`config.mk`:
```
export PLATFORM = sky130hd
export DESIGN_NAME = sqrt_sequencer_flat
export DESIGN_NICKNAME = d
export VERILOG_FILES = /design/src/rtl/sqrt_sequencer_if.sv /design/src/rtl/sqrt_sequencer.sv /design/src/flat_wrapper.sv
export SDC_FILE = /design/constraint.sdc
export NUM_CORES = 1
export LEC_CHECK = 0
export CAP_MARGIN = 20
export CORE_ASPECT_RATIO = 1.4
export CORE_UTILIZATION = 35
export CTS_BUF_LIST = sky130_fd_sc_hd__clkbuf_4
export DETAILED_ROUTE_END_ITERATION = 10
export PLACE_DENSITY = 0.69
export REMOVE_ABC_BUFFERS = 1
export SETUP_SLACK_MARGIN = 0.1
export SYNTH_ARGS = -nofsm -noshare
export SYNTH_HDL_FRONTEND = slang
export SYNTH_SLANG_ARGS = --single-unit
export TNS_END_PERCENT = 50
```
`constraint.sdc`:
```
create_clock -name sqrt_clk -period 2.6 [get_ports sqrt_clk]
set_clock_uncertainty 0.2 [all_clocks]
set_input_delay 0.26 -clock sqrt_clk [delete_from_list [all_inputs] [get_ports sqrt_clk]]
set_output_delay 0.26 -clock sqrt_clk [all_outputs]
set_load 0.05 [all_outputs]
```
`src/rtl/sqrt_sequencer_if.sv`:
```
// Handshake and core-side signal bundle for sqrt_sequencer.
// slave = the sequencer; master = operand source, result consumer and sqrt core.
interface sqrt_sequencer_if;
   logic        in_valid;
   logic        in_ready;
   logic [31:0] in_a;
   logic [31:0] core_a;
   logic        core_start;
   logic [31:0] core_out;
   logic        out_valid;
   logic        out_ready;
   logic [31:0] out_result;
   logic        out_special;
   logic        out_timeout;

   modport slave (
      input  in_valid, in_a, core_out, out_ready,
      output in_ready, core_a, core_start, out_valid, out_result, out_special, out_timeout
   );

   modport master (
      output in_valid, in_a, core_out, out_ready,
      input  in_ready, core_a, core_start, out_valid, out_result, out_special, out_timeout
   );
endinterface

```
`src/rtl/sqrt_sequencer.sv`:
```
// Control stage around the Newton square-root core: special-operand bypass, iteration
// count and result port. Define SQRT_SEQ_CONV_EN to enable early exit on convergence.
module sqrt_sequencer #(
   parameter int MAX_ITER = 16
) (
   input logic             sqrt_clk,
   input logic             reset,
   sqrt_sequencer_if.slave bus
);
   localparam logic [31:0] QNAN = 32'h7FC0_0000;
   localparam logic [31:0] PINF = 32'h7F80_0000;

   typedef enum logic [1:0] {IDLE, START, ITER, DONE} state_t;

   state_t      r_state;
   logic [31:0] r_core_a;
   logic        r_core_start;
   logic        r_in_ready;
   logic        r_out_valid;
   logic [31:0] r_result;
   logic        r_special;
   logic        r_timeout;
   logic [7:0]  r_iter_cnt;

   logic [7:0]  w_exp;
   logic [22:0] w_man;
   logic        w_special;
   logic [31:0] w_special_val;
   logic        w_at_max;
   logic        w_exit;
   logic        w_tmo;

   assign w_exp = bus.in_a[30:23];
   assign w_man = bus.in_a[22:0];

   always_comb begin
      w_special     = 1'b1;
      w_special_val = QNAN;
      if (w_exp == 8'hFF && w_man != 23'd0)
         w_special_val = QNAN;
      else if (w_exp == 8'h00)
         w_special_val = {bus.in_a[31], 31'b0};
      else if (bus.in_a == PINF)
         w_special_val = PINF;
      else if (bus.in_a[31])
         w_special_val = QNAN;
      else
         w_special = 1'b0;
   end

   // r_iter_cnt counts completed ITER cycles, so this cycle is number MAX_ITER
   assign w_at_max = (r_iter_cnt == 8'(MAX_ITER - 1));

`ifdef SQRT_SEQ_CONV_EN
   logic [31:0] r_prev;
   logic        w_conv;
   assign w_conv = (bus.core_out == r_prev) && (r_iter_cnt >= 8'd2);
   assign w_exit = w_conv || w_at_max;
   assign w_tmo  = !w_conv;

   always_ff @(posedge sqrt_clk or posedge reset) begin
      if (reset)
         r_prev <= 32'd0;
      else if (r_state == ITER)
         r_prev <= bus.core_out;
   end
`else
   assign w_exit = w_at_max;
   assign w_tmo  = 1'b0;
`endif

   always_ff @(posedge sqrt_clk or posedge reset) begin
      if (reset) begin
         r_state      <= IDLE;
         r_core_a     <= 32'd0;
         r_core_start <= 1'b0;
         r_in_ready   <= 1'b1;
         r_out_valid  <= 1'b0;
         r_result     <= 32'd0;
         r_special    <= 1'b0;
         r_timeout    <= 1'b0;
         r_iter_cnt   <= 8'd0;
      end else begin
         case (r_state)
            IDLE: begin
               if (bus.in_valid && r_in_ready) begin
                  r_core_a   <= bus.in_a;
                  r_in_ready <= 1'b0;
                  if (w_special) begin
                     r_result    <= w_special_val;
                     r_special   <= 1'b1;
                     r_timeout   <= 1'b0;
                     r_out_valid <= 1'b1;
                     r_state     <= DONE;
                  end else begin
                     r_core_start <= 1'b1;
                     r_state      <= START;
                  end
               end
            end
            START: begin
               r_core_start <= 1'b0;
               r_iter_cnt   <= 8'd0;
               r_state      <= ITER;
            end
            ITER: begin
               r_iter_cnt <= r_iter_cnt + 8'd1;
               if (w_exit) begin
                  r_result    <= bus.core_out;
                  r_special   <= 1'b0;
                  r_timeout   <= w_tmo;
                  r_out_valid <= 1'b1;
                  r_state     <= DONE;
               end
            end
            DONE: begin
               if (bus.out_ready) begin
                  r_out_valid <= 1'b0;
                  r_in_ready  <= 1'b1;
                  r_state     <= IDLE;
               end
            end
            default: r_state <= IDLE;
         endcase
      end
   end

   assign bus.in_ready    = r_in_ready;
   assign bus.core_a      = r_core_a;
   assign bus.core_start  = r_core_start;
   assign bus.out_valid   = r_out_valid;
   assign bus.out_result  = r_result;
   assign bus.out_special = r_special;
   assign bus.out_timeout = r_timeout;
endmodule

```
`src/flat_wrapper.sv`:
```
// flat-port wrapper written by rule: the top's interface ports become plain ports
module sqrt_sequencer_flat 
#(
   parameter int MAX_ITER = 16
)
  (sqrt_clk, reset, bus_in_valid, bus_in_a, bus_core_out, bus_out_ready, bus_in_ready, bus_core_a, bus_core_start, bus_out_valid, bus_out_result, bus_out_special, bus_out_timeout);
  sqrt_sequencer_if bus_i ();
  input logic sqrt_clk;
  input logic reset;
  input wire logic [$bits(bus_i.in_valid)-1:0] bus_in_valid;
  input wire logic [$bits(bus_i.in_a)-1:0] bus_in_a;
  input wire logic [$bits(bus_i.core_out)-1:0] bus_core_out;
  input wire logic [$bits(bus_i.out_ready)-1:0] bus_out_ready;
  output wire logic [$bits(bus_i.in_ready)-1:0] bus_in_ready;
  output wire logic [$bits(bus_i.core_a)-1:0] bus_core_a;
  output wire logic [$bits(bus_i.core_start)-1:0] bus_core_start;
  output wire logic [$bits(bus_i.out_valid)-1:0] bus_out_valid;
  output wire logic [$bits(bus_i.out_result)-1:0] bus_out_result;
  output wire logic [$bits(bus_i.out_special)-1:0] bus_out_special;
  output wire logic [$bits(bus_i.out_timeout)-1:0] bus_out_timeout;
  assign bus_i.in_valid = bus_in_valid;
  assign bus_i.in_a = bus_in_a;
  assign bus_i.core_out = bus_core_out;
  assign bus_i.out_ready = bus_out_ready;
  assign bus_in_ready = bus_i.in_ready;
  assign bus_core_a = bus_i.core_a;
  assign bus_core_start = bus_i.core_start;
  assign bus_out_valid = bus_i.out_valid;
  assign bus_out_result = bus_i.out_result;
  assign bus_out_special = bus_i.out_special;
  assign bus_out_timeout = bus_i.out_timeout;
  sqrt_sequencer #(.MAX_ITER(MAX_ITER)) u_core (.sqrt_clk(sqrt_clk), .reset(reset), .bus(bus_i));
endmodule
```
==> results.py <==
metrics = {
    "finish": {
        "antenna_cells": 0,
        "area_delta_synth_final_pct": 48.4,
        "fin_nets": 489,
        "drive_gt1_share_pct": 17.1,
    },
    "logic_synthesis": {
        "synth.most_common_cell": "dfrtp_1",
        "synth_flop_cell": "dfrtp_1",
        "synthMuxAreaShare_pct": 15.2,
        "synth_top_area_share_pct": 56.4,
        "avgSynthCellArea_um2": 12.5,
        "yosys.area_share.xor_xnor_pct": 0.513,
        "ys_warn_count": 0,
        "synth_adder_area_share_pct": 1.83,
        "synth_compound_area_share_pct": 11.0,
        "synthTopCellsByCount": "dfrtp_1 (77), mux2_2 (35), a22o_1 (18)",
        "synthTopCellsByArea": "dfrtp_1 (56%), mux2_2 (12%), a22o_1 (4.6%)",
        "synth_edf_count": 0,
        "ys_seq_area_share_pct": 57.2,
        "ys_async_sr_fraction_pct": 100,
        "ys_ff_latch": 78,
        "synth_simple_gate_area_share_pct": 9.81,
        "synth.distinct_cells": 40,
        "synth_top_family_by_area": "multiplexers",
        "netlist_area_um2": 3420,
        "syn_inst": 274,
        "yosys.area.top_type": "dfrtp_1",
    },
    "clock_network": {
        "cts-buffers-inserted": 9,
        "post_cts_buffers": 0,
        "cts_max_level": 3,
        "clockBufferDepth": 2,
        "clk_latency_ns": 0.44,
        "cts_sinks": 78,
        "cts_tree": "done",
        "clkTransAtPathRegs_ns": 0.12,
        "root_buffer": "clkbuf_4",
    },
    "global_routing": {
        "grt_start_max_net_pins": 53,
        "grt_use_total_pct": 17.0,
        "grt_pass1_wl_mm": 13.4,
        "antenna_found_initial": 0,
        "grt.overflow.total": 0,
        "grt_pass1_vias": 2766,
    },
    "power_and_ir_drop": {
        "vdd_drop_max_mv": 0.276,
        "power_density_nw_per_um2": 395,
        "leakage_nw": 2.41,
        "power_mw": 2.00,
    },
    "setup_path": {
        "slowest_stage": "or4_1",
        "worstSetupStartpointType": "register",
        "critPathTopFamily": "simple AND/OR/NAND/NOR gates",
        "reg2reg_to": "u_core.bus.out_result[24]",
        "reg2reg_depth": 6,
        "timing.rr.start": "u_core.r_iter_cnt[4]",
        "cp-endpoint": "u_core.bus.out_result[24]",
        "critPathRequiredTime_ns": 2.73,
        "crit_path_max_incr_delay_ns": 0.53,
        "critPathCaptureType": "register",
        "crit_cells": 6,
        "reg2reg_slack_ns": 0.26,
        "worstSetupStartpoint": "u_core.r_iter_cnt[4]",
        "cp_cell_sequence": "or4_1 -> o21ai_1 -> and2_1 -> o211ai_4 -> buf_12 -> mux2_4",
        "crit_type": "reg -> reg",
        "cp_num_buf_inv": 1,
        "path_max_fanout": 33,
        "cp.arrival_ns": 2.48,
    },
    "detailed_routing": {
        "vias": 2685,
        "drt-initial-drc-count": 73,
        "postRouteAntennaNets": 0,
        "wirelength_mm": 8.17,
        "wl_per_cell_um": 15.4,
        "routed_via_density": 5.06,
        "dr.pass1.iters": 4,
        "post-route-drc-count": 0,
    },
    "floorplan": {
        "start_util_pct": 36.1,
        "die_h_um": 119,
        "coreArea_um2": 9460,
        "io_pins": 137,
        "num_rows": 42,
        "die_w_um": 85.5,
        "dieArea_um2": 10200,
    },
    "timing": {
        "hold_violations": 0,
        "rsz0062_at_grt": "false",
        "setup_ws_ns": 0.257,
        "min_period_ns": 2.34,
        "slew_headroom_pct": 64.5,
        "drv_slew": 0,
        "fmax_mhz": 427,
        "tns_ns": 0,
        "setup_violations": 0,
        "tightest_slew_ns": 0.531,
        "finalCritPeriodShare_pct": 90.1,
    },
    "placed_design": {
        "io_buffers": 135,
        "dpl.hpwl_mm": 6.04,
        "place_ws_ns": 0.118,
        "place_congestion": 0.792,
    },
    "flow_run": {
        "drv_cap": 0,
    },
    "run_status": {
        "outcome": "completed",
    },
    "worst_hold_path": {
        "hold_path.class": "in -> reg",
    },
}
==> how the worst min path moves through the flow <==
stage          slack [ns]                         to  depth (start not counted)                startpoint
6_report             0.22  u_core.bus.out_result[10]                          2          bus_core_out[10]
5_1_grt              0.19  u_core.bus.out_result[13]                          2          bus_core_out[13]
4_1_cts              0.19   u_core.bus.out_result[7]                          2           bus_core_out[7]
3_5_place_dp         0.27   u_core.bus.out_result[0]                          1  u_core.bus.out_result[0]
3_3_place_gp         0.26   u_core.bus.out_result[2]                          1  u_core.bus.out_result[2]
2_1_floorplan        0.19  u_core.bus.out_result[10]                          1          bus_core_out[10]
==> report_power, final <==
group	switching [mW]	internal, mW
Clock	0.432	0.203
Sequential	0	1.21
Combinational	0.0582	0.0980
==> routing by layer <==
layer	GRT usage [%]	vias to the layer above	routed length (um)
met5	0	-	0
met4	8.96	0	209
met3	4.99	16	551
met2	28.8	101	4190
met1	19.1	1294	3230
li1	-	1274	-
==> what timing repair did <==
action                                 4_1_cts  5_1_grt
gates resized for setup                      0        0
hold buffers                                 1        0
endpoints found under the hold margin       26        0
==> sequential cells by signal, summed over array words and instances (netlist names) <==
name	count
u_core.bus.out_result	32
u_core.bus.core_a	32
u_core.r_iter_cnt	8
u_core.bus.out_valid	1
u_core.bus.out_special	1
u_core.bus.core_start	1
u_core.r_state	2
u_core.bus.in_ready	1
==> through the flow <==
step / utilization (%) / hold WS [ns] / cell area [um^2] / cells
floorplan: - / 0.193 / 3330 / 259
global placement: 52.3 / 0.260 / 4950 / 514
detailed placement: 52.3 / 0.265 / 4950 / 514
CTS: 53.6 / 0.191 / 5070 / 531
global route: 53.6 / 0.187 / 5070 / 531
finish: 53.6 / 0.223 / 5070 / 531
==> cell type report <==
cell class              instances  area [um^2]
clock inverters                 6         38.8
flip-flops and latches         78         1950
inverters                      17         65.1
well taps                     110          138
multi-input cells             164         1320
repair buffers                146         1490
fillers                       849         4390
clock buffers                  10         75.1
==> worst register-to-register path, delay by kind of cell (launching register included) <==
family,cells,cell delay (ns)
and+or+nand+nor,2,0.81
muxes,1,0.31
AOI/OAI and AO/OA,2,0.28
DFF,1,0.45
buffers and inverters,1,0.19
==> kinds of logic after synthesis <==
logic type	after synthesis
adders and majority gates	5
DFF	78
buffers and inverters	32
xor gates and xnor gates	2
other	1
muxes	44
AOI/OAI and AO/OA	52
and+or+nand+nor	60
==> layout by cell type (no fill, tap or decap), types with 8 or more instances in the layout <==
cell type,synthesis,final
clkdlybuf4s50_1,0,135
dfrtp_1,77,77
mux2_2,35,35
a22o_1,18,18
inv_1,17,16
nand2_1,15,15
a21oi_1,11,11
clkbuf_4,0,10
o21ai_0,9,9
and4_1,8,8
nor2_1,8,8
Note: power is estimated with default switching activity, not from simulation.
